**src/rtl/user_pkg.sv**
```systemverilog
// user_pkg: shared types and constants for the user-domain ROM arbiter.
// The owner encoding tags whichever requester is waiting for ROM data in the
// next cycle. The state encoding is the arbiter's priority mode.
package user_pkg;

    localparam int unsigned UserRomWords = 64;

    localparam int unsigned UserStatW = 16;

    typedef enum logic [1:0] {
        OWNER_NONE  = 2'd0,
        OWNER_OBI   = 2'd1,
        OWNER_ACCEL = 2'd2
    } rom_owner_e;

    typedef enum logic [0:0] {
        CORE_PRIO   = 1'b0,
        ACCEL_FORCE = 1'b1
    } rom_arb_state_e;

endpackage

```
**src/rtl/user_rom_arb_stats.sv**
```systemverilog
// user_rom_arb_stats: grant statistics for the user ROM arbiter.
// Three 16-bit saturating counters for core grants, accelerator grants and
// forced accelerator grants. A forced grant also arrives on accel_gnt_i, so
// it is counted in both accel_cnt_o and force_cnt_o.
// The top instantiates this block only when USER_ROM_ARB_STATS_EN is defined.
module user_rom_arb_stats
    import user_pkg::*;
(
    input  logic                 clk_i,
    input  logic                 rst_ni,
    input  logic                 obi_gnt_i,
    input  logic                 accel_gnt_i,
    input  logic                 force_gnt_i,
    output logic [UserStatW-1:0] obi_cnt_o,
    output logic [UserStatW-1:0] accel_cnt_o,
    output logic [UserStatW-1:0] force_cnt_o
);

    logic [UserStatW-1:0] obi_cnt_q, obi_cnt_d;
    logic [UserStatW-1:0] accel_cnt_q, accel_cnt_d;
    logic [UserStatW-1:0] force_cnt_q, force_cnt_d;

    // Increment that holds at all-ones instead of wrapping to zero.
    function automatic logic [UserStatW-1:0] sat_inc(input logic [UserStatW-1:0] v);
        return (&v) ? v : v + 1'b1;
    endfunction

    // Next-count: each counter bumps on its grant strobe.
    always_comb begin
        obi_cnt_d   = obi_gnt_i   ? sat_inc(obi_cnt_q)   : obi_cnt_q;
        accel_cnt_d = accel_gnt_i ? sat_inc(accel_cnt_q) : accel_cnt_q;
        force_cnt_d = force_gnt_i ? sat_inc(force_cnt_q) : force_cnt_q;
    end

    // Counter registers, cleared by reset.
    always_ff @(posedge clk_i or negedge rst_ni) begin
        if (!rst_ni) begin
            obi_cnt_q   <= '0;
            accel_cnt_q <= '0;
            force_cnt_q <= '0;
        end else begin
            obi_cnt_q   <= obi_cnt_d;
            accel_cnt_q <= accel_cnt_d;
            force_cnt_q <= force_cnt_d;
        end
    end

    assign obi_cnt_o   = obi_cnt_q;
    assign accel_cnt_o = accel_cnt_q;
    assign force_cnt_o = force_cnt_q;

endmodule

```
**src/rtl/user_rom_arbiter.sv**
```systemverilog
// user_rom_arbiter: shares the user ROM read port between the core OBI path
// and the edge-detect accelerator.
// The core has priority. A starvation counter forces one accelerator grant
// after MaxAccelWait consecutive refusals. The winner is recorded, and the ROM
// word is returned to it one cycle later. The accelerator receives one byte
// lane of that word.
// Optional build macro: USER_ROM_ARB_STATS_EN enables the grant statistics
// counters on the stat_* ports. Otherwise those ports are tied to 0.
module user_rom_arbiter
    import user_pkg::*;
#(
    parameter  int unsigned RomWords     = UserRomWords,
    parameter  int unsigned MaxAccelWait = 8,
    localparam int unsigned RomIdxW      = $clog2(RomWords)
) (
    input  logic               clk_i,
    input  logic               rst_ni,
    // core OBI read path
    input  logic               obi_req_i,
    input  logic [31:0]        obi_addr_i,
    output logic               obi_gnt_o,
    output logic               obi_rvalid_o,
    output logic [31:0]        obi_rdata_o,
    // accelerator fetch path
    input  logic               accel_req_i,
    input  logic [7:0]         accel_addr_i,
    output logic               accel_gnt_o,
    output logic               accel_valid_o,
    output logic [7:0]         accel_data_o,
    // ROM storage port
    output logic               rom_req_o,
    output logic [RomIdxW-1:0] rom_idx_o,
    input  logic [31:0]        rom_rdata_i,
    // grant statistics
    output logic [15:0]        stat_obi_cnt_o,
    output logic [15:0]        stat_accel_cnt_o,
    output logic [15:0]        stat_force_cnt_o
);

    // MaxAccelWait is at most 255, so 8 bits are enough for the wait count.
    localparam int unsigned       WaitW    = 8;
    localparam logic [WaitW-1:0]  WaitLast = WaitW'(MaxAccelWait - 1);

    rom_arb_state_e      state_q, state_d;
    logic [WaitW-1:0]    wait_q, wait_d;
    rom_owner_e          owner_q, owner_d;
    logic [1:0]          lane_q, lane_d;

    logic                obi_gnt;
    logic                accel_gnt;
    logic                accel_refused;
    logic                resp_obi;
    logic                resp_accel;
    logic [RomIdxW-1:0]  obi_idx;
    logic [RomIdxW-1:0]  accel_idx;

    // Word index = byte address / 4. Bits above the ROM range are dropped, so
    // the index wraps modulo the ROM size.
    assign obi_idx   = RomIdxW'(obi_addr_i >> 2);
    assign accel_idx = RomIdxW'(accel_addr_i >> 2);

    // Arbitration for the current cycle. A pending forced slot is honoured
    // only while the accelerator still requests. Otherwise the core keeps
    // priority in the same cycle. Grants are held low while in reset.
    always_comb begin
        obi_gnt   = 1'b0;
        accel_gnt = 1'b0;
        if (rst_ni) begin
            if ((state_q == ACCEL_FORCE) && accel_req_i) begin
                accel_gnt = 1'b1;
            end else if (obi_req_i) begin
                obi_gnt = 1'b1;
            end else if (accel_req_i) begin
                accel_gnt = 1'b1;
            end
        end
        accel_refused = accel_req_i & ~accel_gnt;
    end

    // Starvation tracking. Each refusal counts up, with saturation. Any cycle
    // where the accelerator is idle or granted clears the count. The refusal
    // that would reach MaxAccelWait arms the forced slot for the next cycle.
    always_comb begin
        wait_d  = '0;
        state_d = CORE_PRIO;
        if (accel_refused) begin
            wait_d = (&wait_q) ? wait_q : wait_q + 1'b1;
            if (wait_q == WaitLast) begin
                state_d = ACCEL_FORCE;
            end
        end
    end

    // Record who owns next cycle's ROM data, and which byte the accelerator
    // asked for.
    always_comb begin
        owner_d = OWNER_NONE;
        if (obi_gnt) begin
            owner_d = OWNER_OBI;
        end else if (accel_gnt) begin
            owner_d = OWNER_ACCEL;
        end
        lane_d = accel_gnt ? accel_addr_i[1:0] : 2'b00;
    end

    // Arbiter state. Reset drops any in-flight response.
    always_ff @(posedge clk_i or negedge rst_ni) begin
        if (!rst_ni) begin
            state_q <= CORE_PRIO;
            wait_q  <= '0;
            owner_q <= OWNER_NONE;
            lane_q  <= 2'b00;
        end else begin
            state_q <= state_d;
            wait_q  <= wait_d;
            owner_q <= owner_d;
            lane_q  <= lane_d;
        end
    end

    // ROM request and index follow the winner. The index is zero when idle.
    always_comb begin
        rom_req_o = obi_gnt | accel_gnt;
        rom_idx_o = '0;
        if (obi_gnt) begin
            rom_idx_o = obi_idx;
        end else if (accel_gnt) begin
            rom_idx_o = accel_idx;
        end
    end

    assign obi_gnt_o   = obi_gnt;
    assign accel_gnt_o = accel_gnt;

    // Response mux. The ROM word goes to the recorded owner. Data outputs are
    // zero whenever their valid is low.
    always_comb begin
        resp_obi      = (owner_q == OWNER_OBI);
        resp_accel    = (owner_q == OWNER_ACCEL);
        obi_rvalid_o  = resp_obi;
        obi_rdata_o   = resp_obi ? rom_rdata_i : 32'h0;
        accel_valid_o = resp_accel;
        accel_data_o  = resp_accel ? rom_rdata_i[{lane_q, 3'b000} +: 8] : 8'h0;
    end

`ifdef USER_ROM_ARB_STATS_EN
    logic force_gnt;

    // A forced grant is an accelerator grant issued from the forced slot.
    assign force_gnt = (state_q == ACCEL_FORCE) & accel_gnt;

    user_rom_arb_stats u_stats (
        .clk_i       (clk_i),
        .rst_ni      (rst_ni),
        .obi_gnt_i   (obi_gnt),
        .accel_gnt_i (accel_gnt),
        .force_gnt_i (force_gnt),
        .obi_cnt_o   (stat_obi_cnt_o),
        .accel_cnt_o (stat_accel_cnt_o),
        .force_cnt_o (stat_force_cnt_o)
    );
`else
    assign stat_obi_cnt_o   = 16'h0;
    assign stat_accel_cnt_o = 16'h0;
    assign stat_force_cnt_o = 16'h0;
`endif

endmodule
```
**config.mk**
```make
export PLATFORM = sky130hd
export DESIGN_NAME = user_rom_arbiter
export DESIGN_NICKNAME = d
export VERILOG_FILES = /design/src/rtl/user_pkg.sv /design/src/rtl/user_rom_arb_stats.sv /design/src/rtl/user_rom_arbiter.sv
export SDC_FILE = /design/constraint.sdc
export NUM_CORES = 1
export LEC_CHECK = 0
export BUFFER_PORTS_ARGS = -buffer_cell sky130_fd_sc_hd__buf_2
export CORE_MARGIN = 8
export CORE_UTILIZATION = 31
export CTS_BUF_LIST = sky130_fd_sc_hd__clkbuf_8
export CTS_CLUSTER_DIAMETER = 60
export DETAILED_ROUTE_END_ITERATION = 16
export PLACE_DENSITY = 0.9
export SYNTH_ARGS = -nofsm -noshare
export SYNTH_HDL_FRONTEND = slang
export SYNTH_SLANG_ARGS = --single-unit
```
**constraint.sdc**
```tcl
create_clock -name clk_i -period 1.6 [get_ports clk_i]
set_clock_uncertainty 0.1 [all_clocks]
set_input_delay 0.16 -clock clk_i [delete_from_list [all_inputs] [get_ports clk_i]]
set_output_delay 0.16 -clock clk_i [all_outputs]
set_load 0.02 [all_outputs]
```
=== Word level (Yosys, flattened, before mapping) ===
Cells that the tools add are included.
W data, S select, Z words.

* Bits in registers: 13
* Bits of input ports: 76
* Output and inout bits: 99
* Logic and storage cells: 33

* Add/sub/neg operators: 1
* Equality and inequality tests: 4
* Shift-type cells: 1
* Mux-type cells: 18
* Bitwise gates (word level): 3
* Reductions and logical operators: 2

{| class="wikitable"
|+ Operator list
! kind !! number
|-
| $mux W32 || 1
|-
| $shiftx A32 B6 Y8 || 1
|-
| $mux W8 || 3
|-
| $mux W6 || 2
|-
| $mux W1 || 9
|-
| $add A8 B1 Y8 const B || 1
|-
| $eq A8 B3 Y1 const B || 1
|-
| $reduce_and A8 Y1 || 1
|-
| $mux W2 || 3
|-
| $eq A2 B1 Y1 const B || 1
|-
| $eq A2 B2 Y1 const B || 1
|-
| $ne A2 B2 Y1 const B || 1
|-
| $and A1 B1 Y1 || 1
|-
| $logic_and A1 B1 Y1 || 1
|-
| $not A1 Y1 || 1
|-
| $or A1 B1 Y1 || 1
|}

=== Logic depth before layout (Yosys ltp) ===
Gate-level depths: netlist of run 1.

* Depth in word-level cells: 7
* Gate-level depth with buffers: 5
* Mapped depth without buffers: 5

=== Worst setup path after synthesis of run 1 ===
Ideal clock, no wire load.

* Path kind: flip-flop to flip-flop
* Start: reg wait_q[0]
* End: reg wait_q[5]
* Setup time: 0.080 ns
* Arrival: 1.428 ns
* Data required time: 1.420 ns
* Path slack: -0.008 ns
* Cell stages (with the launch flop): 6
* Path buffers: 0
* Clock period less this slack: 1.608 ns
* Cell sequence: dfrtp_1 -> ha_1 -> and2_1 -> a31o_1 -> or3_1 -> a21oi_1

* Word-level cells in the longest chain between the ends: 3
* Elaborated cells between the ends (all ways): 5
* Classes of those cells: 1 x add/sub; 1 x eq/ne; 2 x mux; 1 x reduce/logical

{| class="wikitable"
|+ Ends and longest elaborated chain
! element !! RTL line !! source
|-
| start, declared || user_rom_arbiter.sv:45 || <nowiki>logic [WaitW-1:0] wait_q, wait_d;</nowiki>
|-
| start signal, assigned || user_rom_arbiter.sv:115 || <nowiki>wait_q <= wait_d;</nowiki>
|-
| $add A8 B1 Y8 || user_rom_arbiter.sv:87 || <nowiki>wait_d = (&wait_q) ? wait_q : wait_q + 1'b1;</nowiki>
|-
| $mux W8 || user_rom_arbiter.sv:87 ||
|-
| $mux W8 || user_rom_arbiter.sv:86 || <nowiki>if (accel_refused) begin</nowiki>
|}

Several ways; a longest one is shown, not always the timed one. The select of a mux whose other input is x is not followed.
A chain may end at the register's enable or synchronous reset.

=== Worst setup path after layout of run 1 ===
* Start: reg lane_q[0]
* End: out accel_data_o[2]

* Word-level cells in the longest chain between the ends: 2

{| class="wikitable"
|+ Ends and longest elaborated chain
! element !! RTL line !! source
|-
| start, declared || user_rom_arbiter.sv:47 || <nowiki>logic [1:0] lane_q, lane_d;</nowiki>
|-
| start signal, assigned || user_rom_arbiter.sv:117 || <nowiki>lane_q <= lane_d;</nowiki>
|-
| $shiftx A32 B6 Y8 || user_rom_arbiter.sv:143 || <nowiki>accel_data_o = resp_accel ? rom_rdata_i[{lane_q, 3'b000} +: 8] : 8'h0;</nowiki>
|-
| $mux W8 || user_rom_arbiter.sv:143 ||
|-
| end, declared || user_rom_arbiter.sv:29 || <nowiki>output logic [7:0] accel_data_o,</nowiki>
|}

No other way between the ends.

==> results of run 1 <==
[path summary, 6_finish.rpt]
check,from,endpoint,slack (ns),depth (start not counted)
hold / removal,accel_addr_i[0],lane_q[0],0.02,2
max in group asynchronous,rst_ni,wait_q[1],0.85,3
setup / recovery,lane_q[0],accel_data_o[2],-0.25,4
min in group asynchronous,rst_ni,state_q,0.19,2
hold reg to reg,wait_q[6],wait_q[6],0.43,1
setup reg to reg,wait_q[1],wait_q[5],0,5
[kinds of logic (layout without fill, tap and decap cells)]
group	count (synthesis)	in the layout	synth area share [%]
buffers and inverters	57	126	26.99
adder cells (fa/ha/maj)	1	1	0.8381
flip-flops	13	13	21.79
multiplexers	9	9	12.74
XOR/XNOR	2	2	1.174
AO/OA/AOI/OAI	16	16	7.459
AND/OR/NAND/NOR	72	72	28.75
other	1	48	0.2512
[critical path, cell delays in order, from the launching register on]
cell and delay, ns:
dfrtp_1 0.39, buf_12 0.14, mux4_2 0.49, nor2b_1 0.15, buf_2 0.18
[cell type report]
| type | count | share of cell area, % |
|---|---|---|
| Clock inverter | 1 | 0.1600 |
| Multi-Input combinational cell | 148 | 43.09 |
| Clock buffer | 3 | 1.760 |
| Timing Repair Buffer | 120 | 37.92 |
| Sequential cell | 13 | 13.87 |
| Tap cell | 54 | 2.880 |
| Inverter | 2 | 0.3200 |
[stage by stage]
stage	cells	setup TNS [ns]	power [uW]	hold WS, ns
2_1_floorplan	218	0	705.1	-0.2356
3_3_place_gp	329	0	769.8	-0.1255
3_5_place_dp	329	0	778.3	-0.1223
4_1_cts	334	-2.198	1077	0.02374
5_1_grt	341	-3.124	1217	0.02856
6_report	341	-2.065	1162	0.02382
[cell usage after synthesis (all sizes together), types with 3 or more instances]
cell type  count  area, sq um
dfrtp         13        325.3
a22o           6        52.55
nor3           3        15.01
clkbuf         5        18.77
buf           50        376.6
a21oi          5        25.02
nor3b          3        27.52
mux4           8        180.2
nor2b         10        62.56
nand3          3        15.01
and2          35        219.0
nor2           8        30.03
nand2          3        11.26
[power groups by stage]
stage          registers (uW)  logic [uW]  clock network (uW)
6_report                  345         531                 287
3_3_place_gp              349         421                   0
3_5_place_dp              350         429                   0
2_1_floorplan             348         357                   0
5_1_grt                   346         562                 309
4_1_cts                   344         439                 295
[state kept, by name (all words and copies together) (netlist names)]
register,cells
wait_q,8
owner_q,2
state_q,1
lane_q,2
[layer usage]
metal  wire length [um]  up-vias  GRT usage (%)
li1                   -      716              -
met1               2016      748          11.36
met2               3148       88          24.57
met3                467       13          3.764
met4                136        0          4.777
met5                  0        -              0
[timing repair]
action,CTS,global route
setup endpoints to repair,16,48
hold endpoints to repair,13,0
setup buffers,0,5
cloned,0,2
pin swaps,4,4
hold buffers,1,0
resized for setup,7,78
[cells in the final DEF, fill, tap and decap left out, types with 2 or more instances in the layout]
| cell | n |
|---|---|
| conb_1 | 48 |
| nand3_1 | 3 |
| a211oi_1 | 2 |
| inv_1 | 3 |
| a22o_1 | 6 |
| and2_4 | 17 |
| o21ai_1 | 2 |
| buf_2 | 69 |
| buf_12 | 2 |
| nor2b_4 | 2 |
| nor2_1 | 8 |
| a21oi_1 | 4 |
| nor3b_1 | 2 |
| buf_6 | 31 |
| and2_1 | 18 |
| buf_4 | 16 |
| dfrtp_1 | 13 |
| nor2b_1 | 8 |
| clkbuf_8 | 3 |
| nand2_1 | 3 |
| mux4_2 | 8 |
| nor3_1 | 3 |
==> impl_metrics.yaml, run 1 <==
yosys:
  synth_flop_cell: "dfrtp_1"
  synth.distinct_cells: 33
  syn-cell-area_sq_um: 1493
  syn_inst: 171
  ys_seq_area_share_pct: 21.79
  syn_area_per_cell_sq_um: 8.729
  yosys_warnings: 0
  async_flop_share_pct: 100.0
  ys_seq_elements: 13
  synth-edff-count: 0
final_layout:
  drive_above_1_share_pct: 53.31
  fin_nets: 365
  layout.area.seq_sq_um: 325.3
  area_growth_pct: 57.17
  antenna_cells: 0
  multiInputGateArea_sq_um: 1011
  nFillCells: 418
  final_area_sq_um: 2346
  final_util_pct: 50.00
timing:
  fin_crit_ns: 1.853
  finalSetupViolCount: 14
  final.period_utilization_pct: 115.8
  worst_slack_ns: -0.2534
  hold_viol_final: 0
  fmax_mhz: 539.5
  maxSlewViolCount: 0
  rsz0062_at_grt: "yes"
placement:
  dp_hpwl_mm: 4.315
  dpl_worst_slack_ns: 0.004315
  dpl-instance-area_sq_um: 1959
  port_buffers: 100
  gp_congestion: 0.9021
critical_path:
  endpoint_kind: "output port"
  timing_worst_setup_path_type: "reg2out"
  cp_max_fo: 6
  arrival_ns: 1.59
  start_kind: "register"
  cp.required_ns: 1.34
drt:
  postRouteAntennaNets: 0
  dr.pass1.iters: 4
  wl_mm: 5.768
  drtIter0Drc: 56
  avgRoutedWirePerCell_um: 16.91
  drc_errors: 0
  viasPerCell: 4.589
  vias: 1565
power:
  clkPwrFrac_pct: 24.7
  power.switching_uw: 430.2
  p_int_uw: 732.1
  pwr-share-seq_pct: 29.6
  switching_share_pct: 37.01
  p_per_area_nw_per_um2: 495.4
  power_frac_comb_pct: 45.7
  p_leak_uw: 0.001273
  ir_worst_vdd_v: 0.0004536
grt:
  grt_usage_pct: 12.38
  grt_pass1_vias: 1488
  grt_first_pass_wirelength_mm: 7.383
  grt_antenna_before_repair: 0
  grt-ovfl-total: 0
  grt_max_degree: 34
run_status:
  outcome: "finished with violations"
  failed_checks: "setup timing"
clock_tree:
  clock_path_buffers: 2
  cts_buffers: 3
  htree_levels: 1
  cts.sinks: 13
  path_clk_slew_ns: 0.05
  clockRootBuffer: "clkbuf_8"
  cts_tree: "done"
  clk_latency_ns: 0.24
flow_run:
  cap_violations: 0
worst_hold_path:
  holdCritPathClass: "in2reg"
floorplanning:
  ios: 175
  core_sq_um: 4692
  start_util_pct: 31.81
  die_h_um: 85.39
  die_w_um: 85.39
  dieArea_sq_um: 7291
  rows: 25
(Power assumes the default switching activity.)
==> run 2, diff against run 1 <==
==> constraint.sdc (replaced) <==
create_clock -name clk_i -period 1.6 [get_ports clk_i]
set_clock_uncertainty 0.1 [all_clocks]
set_input_delay 0.32 -clock clk_i [delete_from_list [all_inputs] [get_ports clk_i]]
set_output_delay 0.32 -clock clk_i [all_outputs]
set_load 0.02 [all_outputs]
==> run 2 against run 1 <==
The run still ends with setup timing left. Largest cell class unchanged. Critical endpoint is now accel_data_o[3]. First-iteration DRC count down 38%. Register-to-register slack got worse by 0.03 ns. Sequential power about the same. Largest power group unchanged. Die area stayed put. Critical path type unchanged.
==> impl_metrics.yaml, run 2 (synthesized netlist as in run 1, its figures left out) <==
grt:
  grt_max_degree: 18
  grt_antenna_before_repair: 0
  grt_pass1_vias: 1494
  grt_first_pass_wirelength_mm: 7.900
  grt-ovfl-total: 0
  grt_usage_pct: 13.24
critical_path:
  start_kind: "register"
  arrival_ns: 1.55
  reg2reg_slack_ns: -0.03
  ff2ff_path_depth: 5
  cp.required_ns: 1.18
  r2r_end: "wait_q[5]"
  reg2reg_from: "wait_q[1]"
  endpoint_kind: "output port"
  cp_max_fo: 8
  timing_worst_setup_path_type: "reg2out"
final_layout:
  most-common-layout-cells: "buf_2 (53), conb_1 (48), buf_6 (48)"
  final_util_pct: 55.12
  top_regs: "wait_q: 8 flops, lane_q: 2 flops, owner_q: 2 flops"
  regMostFlops: "wait_q"
  area_growth_pct: 73.26
  final_common_cell: "buf_2"
  drive_above_1_share_pct: 58.16
  largest_reg_flops: 8
  nFillCells: 406
  antenna_cells: 0
  fin_nets: 372
clock_tree:
  path_clk_slew_ns: 0.05
  clock_path_buffers: 2
  cts_buffers: 3
  clockRootBuffer: "clkbuf_8"
  cts.sinks: 13
  clk_latency_ns: 0.24
  htree_levels: 1
  cts_tree: "done"
power:
  p_leak_uw: 0.001359
  switching_share_pct: 36.12
  pwr-share-seq_pct: 28.3
  p_per_area_nw_per_um2: 470.0
  p_int_uw: 776.5
  power_frac_comb_pct: 48.2
  clkPwrFrac_pct: 23.5
  ir_worst_vdd_v: 0.0006541
  power.switching_uw: 439.0
placement:
  dpl_worst_slack_ns: -0.1315
  dp_hpwl_mm: 4.073
  port_buffers: 100
  gp_congestion: 0.7837
timing:
  fin_crit_ns: 1.973
  maxSlewViolCount: 0
  finalSetupViolCount: 48
  timing.hold.ws_ns: 0.1978
  final.period_utilization_pct: 123.3
  fmax_mhz: 506.7
  worst_slack_ns: -0.3735
  setup_tns_ns: -6.452
  hold_viol_final: 0
  rsz0062_at_grt: "yes"
run_status:
  failed_checks: "setup timing"
  outcome: "finished with violations"
floorplanning:
  start_util_pct: 31.81
  die_h_um: 85.39
  rows: 25
  ios: 175
  die_w_um: 85.39
  dieArea_sq_um: 7291
  core_sq_um: 4692
worst_hold_path:
  holdCritPathClass: "in2reg"
  hp-start: "accel_addr_i[0]"
  whs_path_depth: 2
  hold_path_end: "lane_q[0]"
drt:
  drc_errors: 0
  avgRoutedWirePerCell_um: 16.22
  viasPerCell: 4.394
  wl_mm: 5.645
  drtIter0Drc: 35
  vias: 1529
  dr.pass1.iters: 4
  postRouteAntennaNets: 0
flow_run:
  cap_violations: 0
-- run 2: cell types whose count changed in the layout (fill, tap and decap cells not counted), moves of 2 or more --
cell     change
and2_1       -2
and2_4       +2
buf_16       +2
buf_2       -16
buf_4        +5
buf_6       +17
nor2b_1      -4
nor2b_4      +3
-- run 2: layout make-up --
cell class	count	area, sq um	area share, %
Inverter	2	7.507	0.2903
Clock inverter	1	3.754	0.1451
Sequential cell	13	325.3	12.58
Multi-Input combinational cell	148	1077	41.65
Clock buffer	3	41.29	1.597
Tap cell	54	67.56	2.612
Timing Repair Buffer	127	1064	41.12
-- run 2: power groups by stage --
stage | Combinational [uW] | Clock [uW] | Sequential, uW
after floorplan | 363 | 0 | 348
after global placement | 435 | 0 | 349
after detailed placement | 441 | 0 | 349
after CTS | 524 | 293 | 344
after global routing | 622 | 305 | 345
final | 586 | 285 | 345
-- run 2: worst max path at each step --
stage | startpoint | endpoint | slack [ns] | cells past startpoint
floorplan | obi_req_i | rom_idx_o[0] | -0.05 | 3
global placement | lane_q[0] | accel_data_o[4] | -0.13 | 4
detailed placement | obi_req_i | rom_idx_o[4] | -0.13 | 6
CTS | lane_q[0] | accel_data_o[4] | -0.39 | 4
global route | lane_q[0] | accel_data_o[3] | -0.43 | 4
finish | lane_q[0] | accel_data_o[3] | -0.37 | 4
-- run 2: repair_timing --
action	CTS	global route
pin swaps	17	9
cloned	2	0
hold endpoints to repair	13	0
gates resized for setup	71	65
setup buffers	6	3
setup endpoints to repair	51	51
hold buffers	1	0
-- run 2: critical path, stage by stage (launching register included) --
cell	delay [ns]
dfrtp_1	0.36
buf_12	0.15
mux4_2	0.49
nor2b_1	0.15
buf_4	0.16
-- run 2: metal layers --
| metal | share of wire (%) | global-route usage, % |
|---|---|---|
| met1 | 33 | 12.29 |
| met2 | 58 | 27.77 |
| met3 | 8.2 | 3.378 |
| met4 | 0.48 | 2.389 |
| met5 | 0 | 0 |
-- run 2: metrics by stage --
step / instances / instance area, sq um / power (uW)
final: 348 / 2586 / 1215
after global routing: 348 / 2586 / 1272
after CTS: 346 / 2374 / 1161
after detailed placement: 335 / 2023 / 790.4
after global placement: 335 / 2023 / 784.3
after floorplan: 218 / 1694 / 710.2
